### src/rtl/cla_16bit_pkg.sv
// Shared sizing for the 16-bit two-level carry-lookahead adder.
// The datapath is split into CLA_NGROUPS groups of CLA_GROUP bits each.
package cla_16bit_pkg;
  localparam int CLA_WIDTH   = 16;
  localparam int CLA_GROUP   = 4;
  localparam int CLA_NGROUPS = CLA_WIDTH / CLA_GROUP;
endpackage

### src/rtl/cla_16bit_cla4.sv
// 4-bit carry-lookahead group: local sums plus group propagate/generate
// for the second-level carry unit.
module cla_4bit
  import cla_16bit_pkg::*;
(
  input  logic [CLA_GROUP-1:0] a,
  input  logic [CLA_GROUP-1:0] b,
  input  logic                 cin,
  output logic [CLA_GROUP-1:0] s,
  output logic                 pg,
  output logic                 gg
);

  logic [CLA_GROUP-1:0] p;
  logic [CLA_GROUP-1:0] g;
  logic [CLA_GROUP-1:0] c;

  always_comb begin
    p = a ^ b;
    g = a & b;

    // In-group carries are flat sum-of-products, never rippled.
    c[0] = cin;
    c[1] = g[0] | (p[0] & cin);
    c[2] = g[1] | (p[1] & g[0]) | (p[1] & p[0] & cin);
    c[3] = g[2] | (p[2] & g[1]) | (p[2] & p[1] & g[0])
         | (p[2] & p[1] & p[0] & cin);

    s  = p ^ c;
    pg = &p;
    gg = g[3] | (p[3] & g[2]) | (p[3] & p[2] & g[1])
       | (p[3] & p[2] & p[1] & g[0]);
  end

endmodule

### src/rtl/cla_16bit.sv
// 16-bit two-level carry-lookahead adder with a registered result,
// usable as a single-cycle arithmetic stage in a pipelined datapath.
module cla_16bit
  import cla_16bit_pkg::*;
(
  input  logic                 clk,
  input  logic                 rst,
  input  logic [CLA_WIDTH-1:0] A,
  input  logic [CLA_WIDTH-1:0] B,
  input  logic                 C_In,
  output logic [CLA_WIDTH-1:0] Sum,
  output logic                 c_out
);

  logic [CLA_NGROUPS-1:0] pg;
  logic [CLA_NGROUPS-1:0] gg;
  logic [CLA_NGROUPS:0]   gc;
  logic [CLA_WIDTH-1:0]   sum_d;
  logic [CLA_WIDTH-1:0]   sum_q;
  logic                   cout_d;
  logic                   cout_q;

  for (genvar k = 0; k < CLA_NGROUPS; k++) begin : g_grp
    cla_4bit u_grp (
      .a   (A[k*CLA_GROUP +: CLA_GROUP]),
      .b   (B[k*CLA_GROUP +: CLA_GROUP]),
      .cin (gc[k]),
      .s   (sum_d[k*CLA_GROUP +: CLA_GROUP]),
      .pg  (pg[k]),
      .gg  (gg[k])
    );
  end

  // Second-level group carries, each a two-level SOP of GG/PG and C_In.
  always_comb begin
    gc[0] = C_In;
    gc[1] = gg[0] | (pg[0] & C_In);
    gc[2] = gg[1] | (pg[1] & gg[0]) | (pg[1] & pg[0] & C_In);
    gc[3] = gg[2] | (pg[2] & gg[1]) | (pg[2] & pg[1] & gg[0])
          | (pg[2] & pg[1] & pg[0] & C_In);
    gc[4] = gg[3] | (pg[3] & gg[2]) | (pg[3] & pg[2] & gg[1])
          | (pg[3] & pg[2] & pg[1] & gg[0])
          | (pg[3] & pg[2] & pg[1] & pg[0] & C_In);
    cout_d = gc[4];
  end

  // Output stage: asynchronous clear discards any in-flight result.
  always_ff @(posedge clk or posedge rst) begin
    if (rst) begin
      sum_q  <= '0;
      cout_q <= 1'b0;
    end else begin
      sum_q  <= sum_d;
      cout_q <= cout_d;
    end
  end

  assign Sum   = sum_q;
  assign c_out = cout_q;

endmodule

### config.mk
export PLATFORM = sky130hd
export DESIGN_NAME = cla_16bit
export DESIGN_NICKNAME = d
export VERILOG_FILES = /design/src/rtl/cla_16bit_pkg.sv /design/src/rtl/cla_16bit_cla4.sv /design/src/rtl/cla_16bit.sv
export SDC_FILE = /design/constraint.sdc
export NUM_CORES = 1
export LEC_CHECK = 0
export CORE_MARGIN = 2
export CORE_UTILIZATION = 24
export CTS_CLUSTER_SIZE = 20
export DETAILED_ROUTE_END_ITERATION = 12
export GPL_ROUTABILITY_DRIVEN = 0
export GPL_TIMING_DRIVEN = 1
export SETUP_SLACK_MARGIN = 0.4
export SLEW_MARGIN = 20
export SYNTH_ARGS = -nofsm -noshare
export SYNTH_HDL_FRONTEND = slang
export SYNTH_SLANG_ARGS = --single-unit
### constraint.sdc
create_clock -name clk -period 0.8 [get_ports clk]
set_clock_uncertainty 0.1 [all_clocks]
set_input_delay 0.08 -clock clk [delete_from_list [all_inputs] [get_ports clk]]
set_output_delay 0.08 -clock clk [all_outputs]
set_load 0.05 [all_outputs]
[Word level (Yosys, flattened, before mapping)]
Cells that the tools add are included.
Word-level totals
  bits in registers: 17
  output and inout bits: 17
Operators by class
  bitwise logic cells: 130
  reduce and logical (&&, ||, !) cells: 4
Operators with widths (number)
  1-bit bitwise AND: 72
  1-bit bitwise OR: 46
  4-bit XOR: 8
  4-bit bitwise AND: 4
  4-bit AND reduction: 4

[Logic depth before layout (Yosys ltp)]
Gate-level depths: netlist of the first run.
  word-level depth: 12
  gate-level depth with buffers: 8

[By module]
Synthesis of the first run repeated with hierarchy kept, for this count alone.
Second synthesis, totals
  cells, all modules: 111
  area total of the unflattened synthesis: 1198.6 um^2
By module, submodules not included
  cla_4bit: times used 4, cells each 22, area each 182.7 um^2, sequential area each 0.0 um^2
  cla_16bit: times used 1, cells each 23, area each 467.9 um^2, sequential area each 425.4 um^2

[Least setup slack after synthesis of the first run]
No wires, ideal clock.
  path kind: input-to-reg
  start: input A[0]
  end: register sum_q[12] (netlist: Sum[12])
  library setup time: 0.064 ns
  arrival: 1.731 ns
  data required time: 0.636 ns
  slack: -1.095 ns
  cell stages on the path: 8
  path through: ha_1 > a211oi_2 > o21ai_0 > a21oi_1 > o21ai_0 > a21oi_1 > fa_1 > inv_1
On the way
  longest elaborated chain between the ends: 7
RTL lines
  start, declared: line cla_16bit.sv:8  | input logic [CLA_WIDTH-1:0] A,
  4-bit bitwise AND: line cla_16bit_cla4.sv:20  | g = a & b;
  1-bit bitwise AND: line cla_16bit_cla4.sv:32  | | (p[3] & p[2] & p[1] & g[0]);
  1-bit bitwise OR: line cla_16bit_cla4.sv:32
  1-bit bitwise AND: line cla_16bit.sv:39  | gc[3] = gg[2] | (pg[2] & gg[1]) | (pg[2] & pg[1] & gg[0])
  1-bit bitwise OR: line cla_16bit.sv:39
  1-bit bitwise OR (*): line cla_16bit.sv:40  | | (pg[2] & pg[1] & pg[0] & C_In);
  4-bit XOR (*): line cla_16bit_cla4.sv:29  | s = p ^ c;
  via g_grp[3].u_grp.s[0]: line cla_16bit_cla4.sv:9  | output logic [CLA_GROUP-1:0] s,
  end signal, assigned: line cla_16bit.sv:53  | sum_q <= sum_d;
  end, declared: line cla_16bit.sv:19  | logic [CLA_WIDTH-1:0] sum_q;
Mark *: on every way through the listed nets, which the timed path passes. The rest lies on a longest branch.

[Worst setup path in the final report of the first run]
  start: input A[0]
  end: register sum_q[9] (netlist: Sum[9])
On the way
  longest elaborated chain between the ends: 9
RTL lines
  4-bit bitwise AND: line cla_16bit_cla4.sv:20
  1-bit bitwise AND: line cla_16bit_cla4.sv:32
  1-bit bitwise OR: line cla_16bit_cla4.sv:32
  1-bit bitwise AND: line cla_16bit.sv:38  | gc[2] = gg[1] | (pg[1] & gg[0]) | (pg[1] & pg[0] & C_In);
  1-bit bitwise OR: line cla_16bit.sv:38
  1-bit bitwise OR (*): line cla_16bit.sv:38
  1-bit bitwise AND (*): line cla_16bit_cla4.sv:24  | c[1] = g[0] | (p[0] & cin);
  1-bit bitwise OR (*): line cla_16bit_cla4.sv:24
  4-bit XOR (*): line cla_16bit_cla4.sv:29
  via g_grp[2].u_grp.s[1]: line cla_16bit_cla4.sv:9
Marked as above.

==> results by group, run 1 <==
Place
  • Post-Place Cells: approximately 230
  • DP Wirelength: approximately 2.5 mm
  • Setup Slack @ Placement: -1.53 ns
  • PortBufs: between 50 and 60

Logic synthesis
  • YS warnings: 0
  • Syn Inst Count: 100
  • Avg Inst Size Synth: approximately 11 um^2
  • Yosys top cell by area: dfrtp_1
  • Syn nets: ~160
  • Register area share after synthesis: between 30 and 40%
  • Top post-synthesis cells by area: dfrtp_1 (39%), ha_1 (18%), fa_1 (7.4%), xnor2_1 (5.6%), inv_1 (4.5%)
  • Largest family of logic cells by synthesized area: adder cells
  • Fraction of the mapped netlist area in simple logic gates: under 10%
  • #FFs+latches synth: 17
  • Synth Area in Compound Gates: approximately 15%
  • Cell variety after synth: 23
  • XOR/XNOR Fraction of Synth Area: roughly 9.7%
  • Post-synthesis mux area share: 0%
  • Synth Area in Adders: around 26%
  • Post-Syn Area: ~1100 um^2
  • Synth top area share: 39.1%

Global routing
  • Total track usage: between 10% and 20%
  • Vias in the first global route: about 1200
  • Initial antenna violation count: 0
  • Final global-route overflow total: 0
  • Largest net degree at the start of global routing: 10
  • First-pass GRT wire length: 5.38 mm

STA
  • Worst-Margin Slew: 0.287 ns
  • Final hold vios: 17
  • Fin crit period: between 1.5 and 2 ns
  • Setup ws final: -0.821 ns
  • Finish-stage setup viols: 32
  • RSZ-0062 raised after global routing: true
  • Max-slew headroom: 80.9%
  • Final Slew Violations: 0
  • Tcrit/Tclk final: 203%
  • Hold_ws: -0.0399 ns
  • Max Fclk: a little over 600 MHz

Layout
  • Area Growth Syn to Fin: 130%
  • N_diodes: 0
  • Most frequent cells in the layout: buf_4 (25), buf_12 (18), dfrtp_2 (16)
  • Final core occ: about 57%
  • Post-route insts no fill: 240
  • Fraction of layout cells with a size suffix above 1: between 70% and 80%
  • Filler cells: approximately 350
  • Commonest non-fill, non-tap cell in the layout: buf_4
  • Final #Nets: ~240

Critical path
  • CP max-delay cell: fa_2
  • Maximum fanout along the worst path: 2
  • Setup CP Type: input port to flip-flop
  • CP Capture Point: Sum[9]
  • CP Data Required Time: between 0.8 and 0.9 ns
  • Worst setup startpoint: A[0]
  • Slowest Stage Delay on Critical Path: roughly 0.32 ns
  • CP Capture Type: flip-flop
  • Worst Path Arrival: 1.66 ns
  • Startpoint Class: input port
  • CP Cell Sequence: buf_8 > ha_4 > a211oi_4 > o21ai_2 > a21oi_2 > buf_4 > inv_4 > fa_2 > xor2_1

Drt
  • Via count: about 1100
  • WL/cell: 14.2 um
  • Antenna Nets Post-Route: 0
  • DRT Wirelength: roughly 3.4 mm
  • Number of iterations in the first detailed-routing pass: 4
  • Vias/cell: roughly 4.5
  • DR DRC count: 0
  • First DRT Iteration DRCs: 33

Clock tree
  • Reg clk slew, reported paths: 0.07 ns
  • CTS tree: built
  • Sinks on Clock Net: 17
  • CTS Buffer Depth: 2
  • H-Tree Depth: 1
  • Total CTS buffers: 3
  • CTS Root Cell: clkbuf_8

Power
  • Switching Share: a little under two fifths
  • Sequential power share: between 20 and 30%
  • Maximum vdd drop: roughly 0.66 mV
  • Total Power: about 4.5 mW
  • Switching pwr: 1.71 mW
  • Int Pwr: ~2.8 mW
  • Part of the power in the clock network: 14.3%
  • Combinational Power Share: roughly three fifths
  • LEAKAGE: ~1.1 nW
  • Pwr dens: 1810 nW/um^2

Die
  • Die width: around 71 um
  • Starting Density: ~25%
  • Chip height: between 70 and 80 um
  • Die area: 5090 um^2
  • Top Ports: 52
  • Core area: ~4400 um^2
  • # rows: 24

Job
  • Max_cap viols: 0

Status
  • Failing checks: hold timing, setup timing
  • Status: finished with violations

Worst hold path
  • Hold Path Class: input port to async pin
[synthesized netlist by cell type (all sizes together)]
cell type / number
nor2: 3
a2111oi: 1
ha: 16
and3b: 1
o211ai: 1
and3: 1
nor3: 3
xnor2: 7
xor2: 5
a31o: 1
nand2: 4
fa: 4
a21oi: 10
o21ai: 5
nand3: 2
a31oi: 1
a21o: 2
inv: 13
o21bai: 2
a211oi: 1
dfrtp: 17
[metrics by stage]
step	setup TNS (ns)	instance area, um^2
after floorplan	-9.34	1260
after global placement	-20.50	2200
after global routing	-14.70	2500
after detailed placement	-21.24	2200
after CTS	-12.68	2420
final	-13.38	2500
[metal layers]
layer	vias up	part of all wire [%]	track usage, %
met3	3	6.0	2.81
met2	36	56	26.6
met5	-	0	0
met1	519	38	15.1
li1	521	-	-
met4	0	0.79	2.52
[state kept, by name, indices dropped and copies added (netlist names)]
register and cells:
Sum 16, c_out 1
[power groups by stage]
stage          sequential, mW  combinational (mW)  clock, mW
6_report                 1.23                2.66      0.648
5_1_grt                  1.24                2.79      0.709
4_1_cts                  1.23                2.56      0.659
3_5_place_dp             1.25                2.38          0
3_3_place_gp             1.24                2.35          0
2_1_floorplan            1.79               0.514          0
[layout make-up]
| type | instances | area (um^2) | area share [%] |
|---|---|---|---|
| clock buffer | 4 | 45.0 | 1.80 |
| inverter | 13 | 62.6 | 2.50 |
| multi-input combinational | 70 | 942 | 37.7 |
| sequential | 17 | 445 | 17.8 |
| tap | 52 | 65.1 | 2.60 |
| timing repair buffer | 84 | 940 | 37.6 |
[logic make-up (layout without fill, tap and decap cells)]
logic type	count (synthesis)	after routing
flops	17	17
compound gates	24	24
buf+inv	13	101
xor+xnor	12	12
fa+ha+maj	20	20
simple gates	14	14
[how the worst min path moves through the flow]
stage,from,endpoint
after floorplan,rst,Sum[12]
after global placement,rst,Sum[9]
after detailed placement,rst,Sum[1]
after CTS,rst,Sum[6]
after global routing,rst,Sum[6]
final,rst,Sum[11]
[timing repair]
item | CTS | global route
setup buffers | 5 | 3
pin swaps | 39 | 17
cloned | 1 | 0
endpoints found under the hold margin | 17 | 9
setup endpoints to repair | 50 | 34
gates resized for setup | 123 | 11
[worst max-delay path, delay by kind of cell]
kind	cells	cell delay (ns)
adders and majority gates	2	0.57
AOI/OAI and AO/OA	3	0.54
buffers and inverters	3	0.30
xor gates and xnor gates	1	0.16
No activity file was read; power rests on OpenSTA's default activity.
==> run 2: changes to the inputs <==
--- a/config.mk
+++ b/config.mk
@@ -7,7 +7,6 @@
 export LEC_CHECK = 0
 export CORE_MARGIN = 2
 export CORE_UTILIZATION = 24
-export CTS_CLUSTER_SIZE = 20
 export DETAILED_ROUTE_END_ITERATION = 12
 export GPL_ROUTABILITY_DRIVEN = 0
 export GPL_TIMING_DRIVEN = 1
==> results of run 2 <==
The final DEF is identical to that of run 1; final timing and power are the same.
==> run 3: changes to the inputs <==
--- a/config.mk
+++ b/config.mk
@@ -11,6 +11,7 @@
 export GPL_ROUTABILITY_DRIVEN = 0
 export GPL_TIMING_DRIVEN = 1
 export SETUP_SLACK_MARGIN = 0.4
+export SKIP_LAST_GASP = 1
 export SLEW_MARGIN = 20
 export SYNTH_ARGS = -nofsm -noshare
 export SYNTH_HDL_FRONTEND = slang
==> results by group, run 3 (synthesized netlist as in run 1, its figures left out) <==
Critical path
  • Slowest Stage Delay on Critical Path: 0.32 ns (about the same)
  • Maximum fanout along the worst path: 2 (unchanged)
  • Startpoint Class: input port (unchanged)
  • Setup CP Type: input port to flip-flop (unchanged)
  • CP Capture Type: flip-flop (unchanged)
  • Worst Path Arrival: 1.66 ns (about the same)
  • CP max-delay cell: fa_2 (unchanged)
  • CP Data Required Time: 0.84 ns (about the same)
  • CP Cell Sequence: buf_8 > ha_4 > a211oi_4 > o21ai_2 > a21oi_2 > buf_4 > inv_4 > fa_2 > xor2_1 (unchanged)

STA
  • Hold_ws: -0.0399 ns (about the same)
  • Max-slew headroom: 80.9% (unchanged)
  • Tcrit/Tclk final: 202% (was 203%)
  • Max Fclk: 618 MHz (was 617 MHz)
  • RSZ-0062 raised after global routing: true (unchanged)
  • Final Slew Violations: 0 (unchanged)
  • Fin crit period: 1.62 ns (about the same)
  • Final setup TNS: -13.39 ns (was -13.38 ns)
  • Worst-Margin Slew: 0.287 ns (unchanged)
  • Finish-stage setup viols: 32 (unchanged)
  • Final hold vios: 17 (unchanged)
  • Setup ws final: -0.818 ns (was -0.821 ns)

Layout
  • Final #Nets: 244 (unchanged)
  • Most frequent cells in the layout: buf_4 (26), buf_12 (18), dfrtp_2 (16) (was buf_4 (25), buf_12 (18), dfrtp_2 (16))
  • Commonest non-fill, non-tap cell in the layout: buf_4 (unchanged)
  • N_diodes: 0 (unchanged)
  • Fraction of layout cells with a size suffix above 1: 70.7% (was 71.3%)
  • Max reg flops: 16 (unchanged)
  • Filler cells: 349 (unchanged)
  • Sequential cell area: 445 um^2 (unchanged)
  • Area Growth Syn to Fin: 129% (was 130%)
  • Multi-input gate area: 942 um^2 (unchanged)

Worst hold path
  • Hold Path Class: input port to async pin (unchanged)

Clock tree
  • CTS tree: built (unchanged)
  • Reg clk slew, reported paths: 0.07 ns (about the same)
  • CTS Root Cell: clkbuf_8 (unchanged)
  • H-Tree Depth: 1 (unchanged)
  • Total CTS buffers: 3 (unchanged)
  • Sinks on Clock Net: 17 (unchanged)
  • CTS Buffer Depth: 2 (unchanged)

Global routing
  • Largest net degree at the start of global routing: 10 (unchanged)
  • Initial antenna violation count: 0 (unchanged)
  • Total track usage: 13.6% (about the same)
  • Vias in the first global route: 1178 (was 1176)
  • Final global-route overflow total: 0 (unchanged)
  • First-pass GRT wire length: 5.39 mm (was 5.38 mm)

Power
  • Maximum vdd drop: 0.657 mV (about the same)
  • Pwr dens: 1810 nW/um^2 (about the same)
  • Total Power: 4.53 mW (was 4.54 mW)
  • LEAKAGE: 1.08 nW (about the same)

Die
  • Core area: 4350 um^2 (unchanged)
  • Die area: 5090 um^2 (unchanged)
  • Chip height: 71.3 um (unchanged)
  • Top Ports: 52 (unchanged)
  • # rows: 24 (unchanged)
  • Starting Density: 25.0% (unchanged)
  • Die width: 71.3 um (unchanged)

Place
  • DP Wirelength: 2.51 mm (unchanged)
  • PortBufs: 51 (unchanged)

Drt
  • Vias/cell: 4.50 (unchanged)
  • DR DRC count: 0 (unchanged)
  • Number of iterations in the first detailed-routing pass: 4 (unchanged)
  • DRT Wirelength: 3.41 mm (unchanged)
  • Via count: 1079 (unchanged)
  • Antenna Nets Post-Route: 0 (unchanged)
  • First DRT Iteration DRCs: 31 (was 33)
  • WL/cell: 14.2 um (unchanged)

Status
  • Failing checks: hold timing, setup timing (unchanged)
  • Status: finished with violations (unchanged)

Job
  • Max_cap viols: 0 (unchanged)
[run 3: cell types whose count changed in the layout (fill, tap and decap cells not counted)]
cell / change
buf_4: +1
buf_6: -1
inv_2: -1
inv_1: +1
[run 3: cell type report]
type / count / share of cell area [%]
tap: 52 / 2.61
sequential: 17 / 17.8
clock buffer: 4 / 1.80
timing repair buffer: 84 / 37.5
multi-input combinational: 70 / 37.7
inverter: 13 / 2.51
[run 3: path summary, 6_finish.rpt]
check | startpoint | cells after the start | slack [ns] | end
min in group clk | A[7] | 3 | 0.04 | Sum[7]
worst max-delay path | A[0] | 9 | -0.82 | Sum[9]
worst min-delay path | rst | 4 | -0.04 | Sum[11]
max in group asynchronous | rst | 3 | 0.49 | Sum[9]
[run 3: stage by stage]
stage          util, %  instance area (um^2)  instances  setup WS, ns
2_1_floorplan        -                  1260        100        -0.965
3_5_place_dp      50.5                  2200        227         -1.53
5_1_grt           57.3                  2500        240        -0.887
4_1_cts           55.4                  2410        237        -0.803
3_3_place_gp      50.5                  2200        227         -1.50
6_report          57.3                  2500        240        -0.818
[run 3: timing repair]
action                     in CTS  in global routing
setup buffers                   5                  3
setup endpoints to repair      50                 34
resized for setup             122                 10
cloned                          1                  0
pin swaps                      39                 17
hold endpoints to repair       17                  9
[run 3: layer usage]
metal  global-route usage, %  share of wire, %
met5                       0                 0
met2                    26.6                56
met4                    2.52              0.79
met3                    2.81               6.0
met1                    15.2                38
[run 3: worst max-delay path: cells and delay by family]
kind / cells / cell delay (ns)
compound gates: 3 / 0.54
fa+ha+maj: 2 / 0.57
xor+xnor: 1 / 0.16
buf+inv: 3 / 0.30
[run 3: report_power, final]
part	switching, mW	leakage, nW	internal [mW]
clock network	0.295	0.0228	0.353
logic	1.26	0.873	1.39
registers	0.156	0.183	1.07
